--- config.mk ---
export PLATFORM = sky130hd
export DESIGN_NAME = lock_sequencer_flat
export DESIGN_NICKNAME = d
export VERILOG_FILES = /design/src/rtl/lock_pkg.sv /design/src/rtl/lock_sequencer_if.sv /design/src/rtl/lock_sequencer_code_buffer.sv /design/src/rtl/lock_sequencer.sv /design/src/flat_wrapper.sv
export SDC_FILE = /design/constraint.sdc
export NUM_CORES = 1
export LEC_CHECK = 0
export CAP_MARGIN = 10
export CORE_AREA = 2 2 78 80
export DETAILED_ROUTE_END_ITERATION = 10
export DIE_AREA = 0 0 80 82
export PLACE_DENSITY_LB_ADDON = 0.15
export REMOVE_ABC_BUFFERS = 1
export SETUP_SLACK_MARGIN = 0.05
export SLEW_MARGIN = 20
export SYNTH_ARGS = -nofsm -noshare
export SYNTH_HDL_FRONTEND = slang
export SYNTH_SLANG_ARGS = --single-unit
--- constraint.sdc ---
create_clock -name hwclk -period 2.27 [get_ports hwclk]
set_input_delay 0.227 -clock hwclk [delete_from_list [all_inputs] [get_ports hwclk]]
set_output_delay 0.227 -clock hwclk [all_outputs]
set_load 0.02 [all_outputs]
--- src/rtl/lock_pkg.sv ---
// Shared definitions for the digital-lock sequencer: state encodings, blink types
// and the 12 MHz timing constants used as parameter defaults.
package lock_pkg;

  typedef enum logic [2:0] {
    ST_LOCKED,
    ST_CHECK,
    ST_UNLOCKED,
    ST_PROG,
    ST_BLINK_SETUP,
    ST_BLINK_REQ,
    ST_BLINK_RELEASE,
    ST_LOCKOUT
  } lock_state_e;

  localparam logic BLINK_ERROR = 1'b0;
  localparam logic BLINK_PROG  = 1'b1;

  localparam logic [31:0] CLK_HZ             = 32'd12000000;
  localparam logic [31:0] ENTRY_TIMEOUT_12M  = 32'd60000000;  // 5 s
  localparam logic [31:0] LOCKOUT_CYCLES_12M = 32'd120000000; // 10 s

endpackage

--- src/rtl/lock_sequencer_if.sv ---
// Keypad/command inputs and the blinker request handshake of the lock sequencer.
// master = the sequencer, slave = keypad debouncer plus LED blinker side.
interface lock_sequencer_if #(
   parameter int DIGIT_W = 2
);
   logic               key_valid;
   logic [DIGIT_W-1:0] key_digit;
   logic               prog_req;
   logic               lock_req;
   logic               unlocked;
   logic               blink_type;
   logic               start_blinking;
   logic               done_blinking;
   logic [1:0]         fail_count;

   modport master (
      input  key_valid, key_digit, prog_req, lock_req, done_blinking,
      output unlocked, blink_type, start_blinking, fail_count
   );

   modport slave (
      output key_valid, key_digit, prog_req, lock_req, done_blinking,
      input  unlocked, blink_type, start_blinking, fail_count
   );
endinterface

--- src/rtl/lock_sequencer_code_buffer.sv ---
// Digit collection buffer: shifts digits in MSB-first, counts them and stops at CODE_LEN.
// next_o is the value the buffer would hold after shifting in digit_i.
module code_buffer #(
   parameter int CODE_LEN = 4,
   parameter int DIGIT_W  = 2,
   parameter int CNT_W    = $clog2(CODE_LEN + 1)
) (
   input  logic                         clk,
   input  logic                         rst,
   input  logic                         shift_i,
   input  logic                         clear_i,
   input  logic [DIGIT_W-1:0]           digit_i,
   output logic [CODE_LEN*DIGIT_W-1:0]  data_o,
   output logic [CODE_LEN*DIGIT_W-1:0]  next_o,
   output logic [CNT_W-1:0]             count_o,
   output logic                         last_o
);
   localparam int W = CODE_LEN * DIGIT_W;

   logic [W-1:0]     data_q, data_d;
   logic [CNT_W-1:0] count_q, count_d;
   logic             full;

   assign full    = (count_q == CNT_W'(CODE_LEN));
   assign next_o  = (data_q << DIGIT_W) | W'(digit_i);
   assign data_o  = data_q;
   assign count_o = count_q;
   assign last_o  = (count_q == CNT_W'(CODE_LEN - 1));

   always_comb begin
      data_d  = data_q;
      count_d = count_q;
      // clear wins so the FSM can consume the final digit and empty the buffer together
      if (clear_i) begin
         data_d  = '0;
         count_d = '0;
      end else if (shift_i && !full) begin
         data_d  = next_o;
         count_d = count_q + CNT_W'(1);
      end
   end

   always_ff @(posedge clk) begin
      if (rst) begin
         data_q  <= '0;
         count_q <= '0;
      end else begin
         data_q  <= data_d;
         count_q <= count_d;
      end
   end
endmodule

--- src/rtl/lock_sequencer.sv ---
// Digital-lock control FSM: code entry/check, code programming and blinker requests.
// Define LOCK_LOCKOUT_EN to add a timed LOCKOUT state after MAX_TRIES failures.
module lock_sequencer
   import lock_pkg::*;
#(
   parameter int                          CODE_LEN       = 4,
   parameter int                          DIGIT_W        = 2,
   parameter logic [CODE_LEN*DIGIT_W-1:0] DEFAULT_CODE   = 8'b00011011,
   parameter int                          MAX_TRIES      = 3,
   parameter logic [31:0]                 ENTRY_TIMEOUT  = ENTRY_TIMEOUT_12M,
   parameter logic [31:0]                 LOCKOUT_CYCLES = LOCKOUT_CYCLES_12M
) (
   input logic              hwclk,
   input logic              rst,
   lock_sequencer_if.master bus
);
   localparam int          W         = CODE_LEN * DIGIT_W;
   localparam int          CNT_W     = $clog2(CODE_LEN + 1);
   localparam logic [1:0]  MAX_FAIL  = 2'(MAX_TRIES);
   localparam logic [31:0] TIMER_MAX = (ENTRY_TIMEOUT > LOCKOUT_CYCLES) ? ENTRY_TIMEOUT
                                                                        : LOCKOUT_CYCLES;

   lock_state_e state_q, state_d;
   logic        unlocked_q, unlocked_d;
   logic        start_q, start_d;
   logic        type_q, type_d;
   logic [1:0]  fail_q, fail_d;
   logic [W-1:0]  code_q, code_d;
   logic [31:0] timer_q, timer_d, timer_inc;

   logic             buf_shift, buf_clear, buf_last;
   logic [W-1:0]     buf_data, buf_next;
   logic [CNT_W-1:0] buf_count;

   code_buffer #(.CODE_LEN(CODE_LEN), .DIGIT_W(DIGIT_W), .CNT_W(CNT_W)) u_buf (
      .clk     (hwclk),
      .rst     (rst),
      .shift_i (buf_shift),
      .clear_i (buf_clear),
      .digit_i (bus.key_digit),
      .data_o  (buf_data),
      .next_o  (buf_next),
      .count_o (buf_count),
      .last_o  (buf_last)
   );

   assign timer_inc = (timer_q >= TIMER_MAX) ? timer_q : timer_q + 32'd1;

   always_comb begin
      state_d    = state_q;
      unlocked_d = unlocked_q;
      start_d    = start_q;
      type_d     = type_q;
      fail_d     = fail_q;
      code_d     = code_q;
      timer_d    = '0;
      buf_shift  = 1'b0;
      buf_clear  = 1'b0;
      case (state_q)
         ST_LOCKED: begin
            if (bus.key_valid) begin
               buf_shift = 1'b1;
               if (buf_last) state_d = ST_CHECK;
            end else if (buf_count != '0) begin
               if (timer_q >= ENTRY_TIMEOUT) buf_clear = 1'b1;
               else                          timer_d   = timer_inc;
            end
         end
         ST_CHECK: begin
            buf_clear = 1'b1;
            if (buf_data == code_q) begin
               state_d    = ST_UNLOCKED;
               unlocked_d = 1'b1;
               fail_d     = '0;
            end else begin
               fail_d  = (fail_q >= MAX_FAIL) ? fail_q : fail_q + 2'd1;
               type_d  = BLINK_ERROR;
               state_d = ST_BLINK_SETUP;
            end
         end
         ST_UNLOCKED: begin
            if (bus.lock_req) begin
               state_d    = ST_LOCKED;
               unlocked_d = 1'b0;
            end else if (bus.prog_req) begin
               state_d   = ST_PROG;
               buf_clear = 1'b1;
            end
         end
         ST_PROG: begin
            if (bus.lock_req) begin
               buf_clear  = 1'b1;
               state_d    = ST_LOCKED;
               unlocked_d = 1'b0;
            end else if (bus.key_valid) begin
               buf_shift = 1'b1;
               if (buf_last) begin
                  code_d    = buf_next;
                  buf_clear = 1'b1;
                  type_d    = BLINK_PROG;
                  state_d   = ST_BLINK_SETUP;
               end
            end else if (buf_count != '0) begin
               if (timer_q >= ENTRY_TIMEOUT) begin
                  buf_clear = 1'b1;
                  state_d   = ST_UNLOCKED;
               end else begin
                  timer_d = timer_inc;
               end
            end
         end
         // blink_type is already stable here; never raise a request over a stale done
         ST_BLINK_SETUP: begin
            if (!bus.done_blinking) begin
               start_d = 1'b1;
               state_d = ST_BLINK_REQ;
            end
         end
         ST_BLINK_REQ: begin
            if (bus.done_blinking) begin
               start_d = 1'b0;
               state_d = ST_BLINK_RELEASE;
            end
         end
         ST_BLINK_RELEASE: begin
            if (!bus.done_blinking) begin
               if (type_q == BLINK_PROG) begin
                  state_d = ST_UNLOCKED;
               end else begin
`ifdef LOCK_LOCKOUT_EN
                  state_d = (fail_q == MAX_FAIL) ? ST_LOCKOUT : ST_LOCKED;
`else
                  state_d = ST_LOCKED;
`endif
               end
            end
         end
`ifdef LOCK_LOCKOUT_EN
         ST_LOCKOUT: begin
            if (timer_q >= LOCKOUT_CYCLES) begin
               fail_d  = '0;
               state_d = ST_LOCKED;
            end else begin
               timer_d = timer_inc;
            end
         end
`endif
         default: begin
            state_d    = ST_LOCKED;
            unlocked_d = 1'b0;
            start_d    = 1'b0;
            buf_clear  = 1'b1;
         end
      endcase
   end

   always_ff @(posedge hwclk) begin
      if (rst) begin
         state_q    <= ST_LOCKED;
         unlocked_q <= 1'b0;
         start_q    <= 1'b0;
         type_q     <= BLINK_ERROR;
         fail_q     <= '0;
         code_q     <= DEFAULT_CODE;
         timer_q    <= '0;
      end else begin
         state_q    <= state_d;
         unlocked_q <= unlocked_d;
         start_q    <= start_d;
         type_q     <= type_d;
         fail_q     <= fail_d;
         code_q     <= code_d;
         timer_q    <= timer_d;
      end
   end

   assign bus.unlocked       = unlocked_q;
   assign bus.start_blinking = start_q;
   assign bus.blink_type     = type_q;
   assign bus.fail_count     = fail_q;
endmodule
--- src/flat_wrapper.sv ---
// flat-port wrapper written by rule: the top's interface ports become plain ports
module lock_sequencer_flat import lock_pkg::*;
#(
   parameter int                          CODE_LEN       = 4,
   parameter int                          DIGIT_W        = 2,
   parameter logic [CODE_LEN*DIGIT_W-1:0] DEFAULT_CODE   = 8'b00011011,
   parameter int                          MAX_TRIES      = 3,
   parameter logic [31:0]                 ENTRY_TIMEOUT  = ENTRY_TIMEOUT_12M,
   parameter logic [31:0]                 LOCKOUT_CYCLES = LOCKOUT_CYCLES_12M
)
  (hwclk, rst, bus_key_valid, bus_key_digit, bus_prog_req, bus_lock_req, bus_done_blinking, bus_unlocked, bus_blink_type, bus_start_blinking, bus_fail_count);
  lock_sequencer_if #(.DIGIT_W(DIGIT_W)) bus_i ();
  input logic hwclk;
  input logic rst;
  input wire logic [$bits(bus_i.key_valid)-1:0] bus_key_valid;
  input wire logic [$bits(bus_i.key_digit)-1:0] bus_key_digit;
  input wire logic [$bits(bus_i.prog_req)-1:0] bus_prog_req;
  input wire logic [$bits(bus_i.lock_req)-1:0] bus_lock_req;
  input wire logic [$bits(bus_i.done_blinking)-1:0] bus_done_blinking;
  output wire logic [$bits(bus_i.unlocked)-1:0] bus_unlocked;
  output wire logic [$bits(bus_i.blink_type)-1:0] bus_blink_type;
  output wire logic [$bits(bus_i.start_blinking)-1:0] bus_start_blinking;
  output wire logic [$bits(bus_i.fail_count)-1:0] bus_fail_count;
  assign bus_i.key_valid = bus_key_valid;
  assign bus_i.key_digit = bus_key_digit;
  assign bus_i.prog_req = bus_prog_req;
  assign bus_i.lock_req = bus_lock_req;
  assign bus_i.done_blinking = bus_done_blinking;
  assign bus_unlocked = bus_i.unlocked;
  assign bus_blink_type = bus_i.blink_type;
  assign bus_start_blinking = bus_i.start_blinking;
  assign bus_fail_count = bus_i.fail_count;
  lock_sequencer #(.CODE_LEN(CODE_LEN), .DIGIT_W(DIGIT_W), .DEFAULT_CODE(DEFAULT_CODE), .MAX_TRIES(MAX_TRIES), .ENTRY_TIMEOUT(ENTRY_TIMEOUT), .LOCKOUT_CYCLES(LOCKOUT_CYCLES)) u_core (.hwclk(hwclk), .rst(rst), .bus(bus_i));
endmodule
==> flow_summary.ini <==
[status]
status = completed

[critical_path]
startpoint_type = flop
critPathKind = flop to flop
path_max_fanout = 8
end_kind = flop
reg2reg_depth = 7
worstPathRequired_ps = 2540
crit_arrival_ps = 2530

[synth]
synthAdderAreaFrac_pct = 2.51
synth_top_area_share_pct = 39.5
synthSimpleGateAreaFrac_pct = 26.3
synth_top_family_by_area = simple AND/OR/NAND/NOR gates
yosysSeqAreaShare_pct = 39.5
async_reset_ff_share_pct = 0
synth_top_cell_by_area = dfxtp_1
ys_warn_count = 0
synth.avg_cell_area_um2 = 8.56
syn_area_mm2 = 0.00299
synth_cell_type_count = 49
synth-compound-area-share_pct = 18.9
synth_area_leaders = dfxtp_1 40%, a21oi_1 5.9%, mux2i_1 5.7%
synth_cells = 349
synth_xor_area_share_pct = 3.23
synth-edff-count = 0
synth_ff_type = dfxtp_1
synthMuxAreaShare_pct = 5.70
ys_ff_latch = 59

[route]
routed_wl_um = 7390
remaining_drc_errors = 0
vias = 2824
vias_per_cell = 6.06
wl_met2_um = 3320
ant_nets = 0
first_pass_iters = 5
drt-met1-wl_um = 3550
top_layer_used = met4
wire_per_inst_um = 15.9
route.met3.wl_um = 416
drt_iter0_drc = 260

[timing]
hold_violations = 0
slew-limit-headroom_pct = 60.4
post-route-min-period_ps = 2260
worst_clock_skew_ps = 11.8
worstMarginPinSlew_ps = 592
finalMaxSlewViolations = 0
rsz0062_at_grt = true
min_period_over_period_pct = 99.5
setup-violations-final = 0
clock.fmax_mhz = 443

[global_routing]
grt_max_degree = 33
antenna_found_initial = 0
grt_pass1_vias = 2328
grt_overflow = 0
grt_pass1_wl_um = 11000
track_usage_pct = 21.2

[floorplan]
dieWidth_um = 80
coreArea_mm2 = 0.00575
start_util_pct = 52.0
die_h_um = 82
rows = 28
io_pins = 13
die_area_mm2 = 0.00656

[pwr]
irDropWorstVdd_mv = 0.458
p_per_area_mw_per_mm2 = 692
p_leak_nw = 1.36

[min_path]
hold_depth = 2
hold_path.class = flop to flop

[clock_tree]
h-tree-depth = 3
clockBufferDepth = 2
clk_pin_slew_ps = 70
clock_tree.root_cell = clkbuf_8
cts_buffers = 9
clock_sinks = 59
cts_tree = yes
clkLatencyLatePin_ps = 340

[finish]
layout_commonest_cell = dfxtp_1
fin_util_pct = 67.2
drive_above_1_share_pct = 23.0
num-nets-final = 401
final_cells = 466
area_growth_pct = 29.3
n_antenna_cell = 0
final_cell_mix = 59 x dfxtp_1, 26 x nor2_1, 24 x a21oi_1, 24 x buf_4, 19 x nand2_1

[place]
dp_hpwl_um = 4500
place_congestion = 0.826
dp.cells = 442
port_buffers = 12

[flow_run]
cap_violations = 0
area by class of cell:
| class | count | area, µm² |
|---|---|---|
| clock inverter | 6 | 57.6 |
| fill | 511 | 1880 |
| tap | 75 | 93.8 |
| timing repair buffer | 40 | 382 |
| inverter | 11 | 41.3 |
| sequential | 59 | 1180 |
| clock buffer | 9 | 124 |
| multi-input combinational | 266 | 1980 |
sequential cells by signal, indices dropped and copies added, names as in the netlist:
signal	cells
u_core.timer_q	32
u_core.code_q	8
u_core.u_buf.data_o	8
u_core.state_q	3
u_core.u_buf.count_o	3
u_core.bus.fail_count	2
u_core.bus.blink_type	1
u_core.bus.start_blinking	1
u_core.bus.unlocked	1
kinds of logic after synthesis:
group / after synthesis
simple gates: 136
compound gates: 90
flops: 59
buf+inv: 29
mux: 17
xor+xnor: 11
fa+ha+maj: 6
other cells: 1
final timing paths:
| check | slack, ps | startpoint | to |
|---|---|---|---|
| max | 10 | u_core.timer_q[29] | u_core.timer_q[16] |
| min | 490 | u_core.bus.blink_type | u_core.bus.blink_type |
| max reg2reg | 10 | u_core.timer_q[29] | u_core.timer_q[16] |
| min reg2reg | 490 | u_core.bus.blink_type | u_core.bus.blink_type |
report_power, final:
group | switching, W | internal, W
clock | 0.000424 | 0.000492
combinational | 0.000300 | 0.000268
sequential | 0.0000822 | 0.00111
total | 0.000806 | 0.00187
layer usage:
metal  global-route usage [%]  vias to the layer above
li1                         -                     1384
met1                     29.8                     1343
met2                     31.3                       85
met3                     6.15                       12
met4                     6.44                        0
met5                        0                        -
critical path, stage by stage (launching register included):
cell and delay [ps]:
dfxtp_1 300, or4_4 550, and4bb_2 350, buf_6 110, a21oi_4 80, clkbuf_16 190, or4_4 510, a21oi_2 120
repair_timing:
action / in CTS / in global routing
resized for setup: 0 / 52
setup buffers: 1 / 5
gates cloned: 0 / 3
pin swaps: 1 / 28
hold buffers: 0 / 0
endpoints found under the setup margin: 2 / 17
per-stage QoR:
step	setup slack (ps)	setup TNS, ps	area [µm²]	hold WS [ps]	power [W]
global placement	120	0	3310	468	0.00175
finish	11.3	0	3860	487	0.00267
detailed placement	48.7	0	3310	476	0.00176
CTS	53.3	0	3500	489	0.00266
floorplan	-150	-2060	2940	296	0.00157
global route	-41.6	-322	3860	513	0.00281
synth_stat cells, types with 2 or more instances:
| cell type | count |
|---|---|
| dfxtp_1 | 59 |
| a21oi_1 | 35 |
| nor2_1 | 26 |
| nand2_1 | 19 |
| o21ai_0 | 18 |
| mux2i_1 | 17 |
| o31ai_1 | 16 |
| or4_1 | 16 |
| clkbuf_1 | 15 |
| nand3_1 | 14 |
| or3_1 | 13 |
| inv_1 | 11 |
| xor2_1 | 10 |
| and3_1 | 8 |
| nand4_1 | 8 |
| ha_1 | 6 |
| a31oi_1 | 4 |
| and2_1 | 4 |
| nor3_1 | 4 |
| nor4_1 | 4 |
| a211oi_1 | 3 |
| a21o_1 | 3 |
| nand3b_1 | 3 |
| nor4b_1 | 3 |
| nor4bb_1 | 3 |
| and4_1 | 2 |
| buf_2 | 2 |
| or2_2 | 2 |
Note: power is estimated with default switching activity, not from simulation.
